==> config.mk <==
export PLATFORM = sky130hd
export DESIGN_NAME = btn_event_gen
export DESIGN_NICKNAME = d
export VERILOG_FILES = /design/src/rtl/btn_event_gen.sv
export SDC_FILE = /design/constraint.sdc
export NUM_CORES = 1
export LEC_CHECK = 0
export BUFFER_PORTS_ARGS = -buffer_cell sky130_fd_sc_hd__buf_4
export CAP_MARGIN = 20
export CORE_MARGIN = 2
export CORE_UTILIZATION = 25
export DETAILED_ROUTE_END_ITERATION = 16
export SETUP_SLACK_MARGIN = 0.4
export SLEW_MARGIN = 20
export SYNTH_ARGS = -nofsm -noshare
export SYNTH_HDL_FRONTEND = slang
export SYNTH_SLANG_ARGS = --single-unit
==> constraint.sdc <==
create_clock -name Clk -period 2.65 [get_ports Clk]
set_clock_uncertainty 0.05 [all_clocks]
set_input_delay 0.3975 -clock Clk [delete_from_list [all_inputs] [get_ports Clk]]
set_output_delay 0.3975 -clock Clk [all_outputs]
set_load 0.1 [all_outputs]
==> src/rtl/btn_event_gen.sv <==
// Button level to press/release event converter with auto-repeat, a press-driven
// counter, and a single-beat valid/ready output register for a FIFO write port.
module btn_event_gen #(
  parameter int unsigned        Width_g        = 3,
  parameter int unsigned        DataWidth_g    = 4,
  parameter real                ClkFrequency_g = 10.0e6,
  parameter real                RepeatDelay_g  = 0.5,
  parameter real                RepeatPeriod_g = 0.1,
  parameter logic [Width_g-1:0] RepeatEnable_g = '1,
  parameter int unsigned        IncIdx_g       = 2,
  parameter int unsigned        PushIdx_g      = 0
) (
  input  logic                   Clk,
  input  logic                   Rst,
  input  logic [Width_g-1:0]     In_Levels,
  output logic [Width_g-1:0]     Out_Press,
  output logic [Width_g-1:0]     Out_Release,
  output logic [DataWidth_g-1:0] Data_Value,
  output logic                   Out_Valid,
  output logic [DataWidth_g-1:0] Out_Data,
  input  logic                   Out_Ready,
  output logic                   Out_Dropped
);

  localparam int DelayCyc  = int'(ClkFrequency_g * RepeatDelay_g);
  localparam int PeriodCyc = int'(ClkFrequency_g * RepeatPeriod_g);
  localparam int MaxCyc    = (DelayCyc > PeriodCyc) ? DelayCyc : PeriodCyc;
  localparam int TimerW    = (MaxCyc > 2) ? $clog2(MaxCyc) : 1;

  localparam logic [TimerW-1:0] DelayLoad  = TimerW'(DelayCyc - 1);
  localparam logic [TimerW-1:0] PeriodLoad = TimerW'(PeriodCyc - 1);

  if (DelayCyc < 2 || PeriodCyc < 2) begin : g_bad_timing
    $error("btn_event_gen: repeat delay and period must each be at least 2 clock cycles");
  end
  if (IncIdx_g >= Width_g || PushIdx_g >= Width_g) begin : g_bad_index
    $error("btn_event_gen: IncIdx_g and PushIdx_g must address an existing button");
  end

  typedef enum logic [1:0] {StLocked, StIdle, StDelay, StRepeat} state_e;

  logic [Width_g-1:0]     press_d, press_q;
  logic [Width_g-1:0]     release_d, release_q;
  logic [DataWidth_g-1:0] count_d, count_q;
  logic [DataWidth_g-1:0] data_d, data_q;
  logic                   valid_d, valid_q;
  logic                   dropped_d, dropped_q;

  for (genvar i = 0; i < Width_g; i++) begin : g_btn
    state_e            state_d, state_q;
    logic [TimerW-1:0] timer_d, timer_q;
    logic              level;
    logic              press_b, release_b;

    assign level = In_Levels[i];

    always_comb begin
      state_d   = state_q;
      timer_d   = timer_q;
      press_b   = 1'b0;
      release_b = 1'b0;
      case (state_q)
        // Locked swallows a level held through reset until it is seen released.
        StLocked: begin
          if (!level) state_d = StIdle;
        end
        StIdle: begin
          if (level) begin
            state_d = StDelay;
            timer_d = DelayLoad;
            press_b = 1'b1;
          end
        end
        StDelay: begin
          if (!level) begin
            state_d   = StIdle;
            release_b = 1'b1;
          end else if (timer_q != '0) begin
            timer_d = timer_q - TimerW'(1);
          end else if (RepeatEnable_g[i]) begin
            state_d = StRepeat;
            timer_d = PeriodLoad;
            press_b = 1'b1;
          end
        end
        StRepeat: begin
          if (!level) begin
            state_d   = StIdle;
            release_b = 1'b1;
          end else if (timer_q != '0) begin
            timer_d = timer_q - TimerW'(1);
          end else begin
            timer_d = PeriodLoad;
            press_b = 1'b1;
          end
        end
        default: state_d = StLocked;
      endcase
    end

    always_ff @(posedge Clk) begin
      if (Rst) begin
        state_q <= StLocked;
        timer_q <= '0;
      end else begin
        state_q <= state_d;
        timer_q <= timer_d;
      end
    end

    assign press_d[i]   = press_b;
    assign release_d[i] = release_b;
  end

  // Works off the registered press pulses, so a same-cycle increment is not yet visible.
  always_comb begin
    count_d   = count_q + DataWidth_g'(press_q[IncIdx_g]);
    data_d    = data_q;
    valid_d   = valid_q;
    dropped_d = 1'b0;
    if (press_q[PushIdx_g]) begin
      if (!valid_q || Out_Ready) begin
        data_d  = count_q;
        valid_d = 1'b1;
      end else begin
        dropped_d = 1'b1;
      end
    end else if (valid_q && Out_Ready) begin
      valid_d = 1'b0;
    end
  end

  always_ff @(posedge Clk) begin
    if (Rst) begin
      press_q   <= '0;
      release_q <= '0;
      count_q   <= '0;
      data_q    <= '0;
      valid_q   <= 1'b0;
      dropped_q <= 1'b0;
    end else begin
      press_q   <= press_d;
      release_q <= release_d;
      count_q   <= count_d;
      data_q    <= data_d;
      valid_q   <= valid_d;
      dropped_q <= dropped_d;
    end
  end

  assign Out_Press   = press_q;
  assign Out_Release = release_q;
  assign Data_Value  = count_q;
  assign Out_Valid   = valid_q;
  assign Out_Data    = data_q;
  assign Out_Dropped = dropped_q;

endmodule

==> results.ini, run 1 <==
[setup_path]
start_to_end_type_of_the_worst_setup_path = flop to flop
crit_arrival_ps = 2390
critPathCaptureType = flop
path_max_fanout = 5
type_of_element_launching_the_critical_path = flop
worst-endpoint-required_ps = 2810

[global_routing]
globalRoute.totalOverflow = 0
grt_pass1_wl_mm = 19.0
maximum_number_of_pins_on_one_net_before_global_route_repair = 45
globalRouteTotalUtil_pct = 11.4
grt_pass1_vias = 3988
antenna_found_initial = 0

[final_layout]
area_growth_syn_to_layout_pct = 20.8
post_layout_nonfiller_instances = 852
drive_above_1_share_pct = 17.8
antenna-diode-count = 0
utilization_pct = 30.8
layout.nets = 639

[logic_synthesis]
netlist_top_cells_count = 91 x dfxtp_1, 90 x nor2_1, 34 x a21oi_1
synth.ff_latch_count = 91
syn_inst = 576
syn_nets = 602
syn_area_sq_um = 4770
yosysTopAreaCell = dfxtp_1
largest_cells_by_area_after_synthesis = dfxtp_1 38%, nor2_1 7.1%, ha_1 5.2%, xnor2_1 4.6%, a21oi_1 3.6%
top_flip_flop_cell_by_instance_count_after_synthesis = dfxtp_1
async_reset_ff_share_pct = 0
synth.top_cell.area_share_pct = 38.2
synth.distinct_cells = 66
ys_warn_count = 0
number_of_synthesized_flops_with_an_enable_pin = 0
proportion_of_synthesized_chip_area_in_sequential_cells_pct = 38.2
avgSynthCellArea_sq_um = 8.28
yosys.cell_count.top_type = dfxtp_1

[sta]
setup_viol = 0
setup-tns-final_ps = 0
setup_repair_after_global_routing_missed_its_margin = true
worst_pin_slew_ps = 693
layout_worst_path_cycle_share_pct = 84.5
max_slew_vio_count = 0
finalHoldViolations = 0
post-route-min-period_ps = 2240
clock.fmax_mhz = 447
worst_slew_margin_rel_pct = 53.4

[floorplan]
row_count = 50
design.portCount = 22
floorplan.die.height_microns = 142
initial_utilization_pct = 25.5
die_area_sq_um = 20200
fp.coreArea_sq_um = 18700
die_width_microns = 142

[power]
peakVddDrop_v = 0.000565
power-per-cell-area_nw_per_um2 = 1320
cellLeakagePower_uw = 0.00217

[detailed_routing]
detail_route.wirelength_mm = 11.2
viasPerCell = 5.04
routed_wire_length_per_instance_microns = 13.1
dr_total_vias = 4294
drt_pre_antenna_iters = 7
detailedRoute.firstIterationViolations = 251
antenna_violating_nets_post_route = 0
route.detailed.drc = 0

[clock_tree]
clock_transition_at_the_register_clock_pins_on_the_worst_setup_and_hold_paths_after_cts_ps = 70
clk_latency_ps = 350
clockBufferDepth = 2
cts_inserted_buffers = 9
holdBufCountCts = 0
htreeDepth = 3
clock_sinks = 91
clock-root-buffer = clkbuf_16
tritoncts = built

[outcome]
outcome = complete, no violations

[place]
portBuffers = 21
dp_hpwl_mm = 7.53
post-place-cells = 828
gp_routability_congestion = 0.785

[run]
cap_viol_max_count = 0

[hold_path]
timing.hold.worst.class = input port to flop

[worst max-delay path: stages, from the launching register on]
cell	delay, ps
dfxtp_2	350
or4_4	550
or4_4	570
or2_4	310
a31oi_2	170
o32ai_1	100
[placed cells by master, fill, tap and decap left out, drive strengths merged, types with 8 or more instances in the layout]
cell and instances:
inv 27, xnor2 25, xor2 10, nand3 11, a21oi 34, or4 10
or3 8, nor4 26, buf 46, nand4 13, ha 20, dfxtp 91
and2 8, a211oi 8, clkbuf 11, nand2 23, nor2 91, o21ai 27
nor3 34
[state kept, by name, summed over array words and instances, names as in the netlist]
signal / cells
Data_Value: 4
Out_Data: 4
Out_Dropped: 1
Out_Press: 3
Out_Release: 3
Out_Valid: 1
g_btn.state_q: 6
g_btn.timer_q: 69
[power breakdown]
| group | switching [uW] | internal (uW) |
|---|---|---|
| combinational | 2430 | 1680 |
| sequential | 477 | 1790 |
| clock | 562 | 663 |
| total | 3470 | 4140 |
[through the flow]
stage | power, uW | hold slack, ps | instance area, sq um | worst slack, ps
2_1_floorplan | 5000 | 390 | 4770 | 426
3_3_place_gp | 5970 | 406 | 5280 | 361
3_5_place_dp | 5990 | 421 | 5280 | 326
4_1_cts | 7310 | 201 | 5590 | 380
5_1_grt | 8260 | 211 | 5760 | 342
6_report | 7600 | 212 | 5760 | 412
[cell families (layout without fill, tap and decap cells)]
kind of cell / Yosys count / count (layout) / share of synthesized area (%)
buffers and inverters: 49 / 89 / 4.14
adders and majority gates: 20 / 20 / 5.25
muxes: 5 / 5 / 1.05
DFF: 91 / 91 / 38.2
AOI/OAI and AO/OA: 123 / 124 / 17.3
xor gates and xnor gates: 35 / 35 / 6.43
and+or+nand+nor: 253 / 254 / 27.6
[repair_timing]
action	in CTS	in global routing
pin swaps	3	14
endpoints found under the setup margin	18	53
cloned	1	1
gates resized for setup	3	34
buffers inserted	1	5
[per-layer routing]
metal | share of wire (%) | wire length (microns) | track usage, %
met5 | 0 | 0 | 0
met4 | 1.1 | 126 | 3.47
met3 | 4.3 | 486 | 3.03
met2 | 45 | 5030 | 18.5
met1 | 50 | 5550 | 14.9
[worst paths after layout]
check	slack [ps]	cells after the start	start	to
worst max-delay path	410	5	g_btn[2].timer_q[7]$_SDFFE_PP0P_	g_btn[2].timer_q[8]$_SDFFE_PP0P_
worst min-delay path	210	2	In_Levels[1]	Out_Release[1]$_SDFF_PP0_
worst max register to register	410	5	g_btn[2].timer_q[7]$_SDFFE_PP0P_	g_btn[2].timer_q[8]$_SDFFE_PP0P_
worst min register to register	430	2	g_btn[1].timer_q[22]$_SDFFE_PP0P_	g_btn[1].timer_q[22]$_SDFFE_PP0P_
[final cells by class]
class,instances,area [sq um]
inverters,27,101
clock buffers,11,243
well taps,234,293
clock inverters,5,38.8
fillers,1946,12900
flip-flops and latches,91,1830
multi-input cells,438,2900
repair buffers,46,358
Power figures use the tool's default switching activity.
==> run 2: changes to the inputs <==
==> constraint.sdc (replaced) <==
create_clock -name Clk -period 2.3 [get_ports Clk]
set_clock_uncertainty 0.05 [all_clocks]
set_input_delay 0.345 -clock Clk [delete_from_list [all_inputs] [get_ports Clk]]
set_output_delay 0.345 -clock Clk [all_outputs]
set_load 0.1 [all_outputs]
==> run 2 against run 1 <==
  * Critical path depth grew 1
  * Global-route usage grew 0.49 points
  * Critical path type unchanged
  * Cell area grew 11%
==> results.ini, run 2 (synthesized netlist as in run 1, its figures left out) <==
[clock_tree]
htreeDepth = 3  ; unchanged
cts_inserted_buffers = 9  ; unchanged
clockBufferDepth = 2  ; unchanged
clock_transition_at_the_register_clock_pins_on_the_worst_setup_and_hold_paths_after_cts_ps = 60  ; was 70 ps
clock-root-buffer = clkbuf_16  ; unchanged
clk_latency_ps = 350  ; about the same
tritoncts = built  ; unchanged
clock_sinks = 91  ; unchanged
holdBufCountCts = 0  ; unchanged

[power]
peakVddDrop_v = 0.000507  ; was 0.000565 V
cellLeakagePower_uw = 0.00246  ; was 0.00217 uW
power-per-cell-area_nw_per_um2 = 1580  ; was 1320 nW/um^2
finalPower_uw = 10100  ; was 7600 uW

[detailed_routing]
dr_total_vias = 4472  ; was 4294
detail_route.wirelength_mm = 12.1  ; was 11.2 mm
drt_pre_antenna_iters = 5  ; was 7
viasPerCell = 4.99  ; was 5.04
antenna_violating_nets_post_route = 0  ; unchanged
route.detailed.drc = 0  ; unchanged
detailedRoute.firstIterationViolations = 172  ; was 251
routed_wire_length_per_instance_microns = 13.5  ; was 13.1 microns

[sta]
worst_pin_slew_ps = 619  ; was 693 ps
setup-tns-final_ps = 0  ; unchanged
clock.fmax_mhz = 462  ; was 447 MHz
final_worst_setup_slack_ps = 134  ; was 412 ps
setup_repair_after_global_routing_missed_its_margin = true  ; unchanged
worst_slew_margin_rel_pct = 58.4  ; was 53.4%
post-route-min-period_ps = 2170  ; was 2240 ps
timing.hold.ws_ps = 165  ; was 212 ps
finalHoldViolations = 0  ; unchanged
layout_worst_path_cycle_share_pct = 94.2  ; was 84.5%
setup_viol = 0  ; unchanged
max_slew_vio_count = 0  ; unchanged

[setup_path]
worst_path_max_delay_cell = or4_4  ; unchanged
worst-endpoint-required_ps = 2510  ; was 2810 ps
crit_arrival_ps = 2370  ; was 2390 ps
path_max_fanout = 5  ; unchanged
start_to_end_type_of_the_worst_setup_path = flop to flop  ; unchanged
critPathCaptureType = flop  ; unchanged
timing.critical_path.cells = or4_4, or4_4, buf_6, o22ai_4, nor3_1, nor4_1  ; was or4_4, or4_4, or2_4, a31oi_2, o32ai_1
critPathMaxStageDelay_ps = 550  ; was 570 ps
critical_path.most_common_cell = or4_4  ; unchanged
type_of_element_launching_the_critical_path = flop  ; unchanged

[final_layout]
drive_above_1_share_pct = 30.2  ; was 17.8%
top_regs = g_btn.timer_q x69, g_btn.state_q x6  ; unchanged
mostFrequentLayoutCells = 86 x nor2_1, 85 x buf_4, 75 x dfxtp_1  ; was 89 x nor2_1, 83 x dfxtp_1, 45 x buf_4
mostFrequentLayoutCell = nor2_1  ; unchanged
antenna-diode-count = 0  ; unchanged
top_register = g_btn.timer_q  ; unchanged
post_layout_nonfiller_instances = 897  ; was 852
largest_reg_flops = 69  ; unchanged
area_growth_syn_to_layout_pct = 34.3  ; was 20.8%
layout.nets = 684  ; was 639

[floorplan]
fp.coreArea_sq_um = 18700  ; unchanged
die_area_sq_um = 20200  ; unchanged
floorplan.die.height_microns = 142  ; unchanged
initial_utilization_pct = 25.5  ; unchanged
row_count = 50  ; unchanged
die_width_microns = 142  ; unchanged
design.portCount = 22  ; unchanged

[hold_path]
timing.hold.worst.class = input port to flop  ; unchanged

[global_routing]
grt_pass1_vias = 4200  ; was 3988
grt_pass1_wl_mm = 19.6  ; was 19.0 mm
maximum_number_of_pins_on_one_net_before_global_route_repair = 38  ; was 45
globalRouteTotalUtil_pct = 11.9  ; was 11.4%
antenna_found_initial = 0  ; unchanged
globalRoute.totalOverflow = 0  ; unchanged

[run]
cap_viol_max_count = 0  ; unchanged

[place]
portBuffers = 21  ; unchanged
gp_routability_congestion = 0.809  ; was 0.785
pre_cts_ws_ps = 54.4  ; was 326 ps
dp_hpwl_mm = 7.91  ; was 7.53 mm
post-place-cells = 849  ; was 828

[outcome]
outcome = complete, no violations  ; unchanged

## run 2: changes by cell type in the layout (fill, tap and decap cells not counted), sizes merged
cell / before / now
clkbuf: 11 / 13
buf: 46 / 91
clkinv: 1 / 2
clkinvlp: 4 / 1
## run 2: path summary, 6_finish.rpt
path / from / to / slack [ps] / depth (start not counted)
setup / recovery: g_btn[2].timer_q[6]$_SDFFE_PP0P_ / g_btn[2].timer_q[4]$_SDFFE_PP0P_ / 130 / 6
hold / removal: In_Levels[1] / Out_Release[1]$_SDFF_PP0_ / 170 / 2
setup reg to reg: g_btn[2].timer_q[6]$_SDFFE_PP0P_ / g_btn[2].timer_q[4]$_SDFFE_PP0P_ / 130 / 6
hold reg to reg: g_btn[1].timer_q[22]$_SDFFE_PP0P_ / g_btn[1].timer_q[22]$_SDFFE_PP0P_ / 420 / 2
## run 2: what timing repair did
item,in CTS,in global routing
pin swaps,13,29
setup endpoints to repair,55,61
buffers inserted,11,19
gates cloned,2,0
resized for setup,30,61
## run 2: layout make-up
| class | count | area [sq um] |
|---|---|---|
| flip-flops and latches | 91 | 1850 |
| clock inverters | 3 | 21.3 |
| multi-input cells | 438 | 3160 |
| clock buffers | 13 | 270 |
| inverters | 27 | 101 |
| well taps | 234 | 293 |
| fillers | 1894 | 12300 |
| repair buffers | 91 | 714 |
## run 2: worst max-delay path: cells and delay by family, from the launching register on
family,cells,cell delay [ps]
and+or+nand+nor,4,1400
AOI/OAI and AO/OA,1,150
buffers and inverters,1,150
DFF,1,310
## run 2: per-stage QoR
stage / area (sq um) / utilization, %
floorplan: 4840 / -
global placement: 5490 / 29.4
detailed placement: 5490 / 29.4
CTS: 6010 / 32.1
global route: 6410 / 34.3
finish: 6410 / 34.3
## run 2: routing by layer
layer,vias to the layer above,share of wire [%],wire (microns),GRT usage [%]
li1,2264,-,-,-
met1,2107,48,5760,15.4
met2,84,46,5600,19.2
met3,17,4.2,510,2.79
met4,0,1.9,229,4.79
met5,-,0,0,0
## run 2: report_power, final
part	switching, uW	internal, uW
clock	639	822
combinational	3240	2750
sequential	567	2090
total	4450	5660
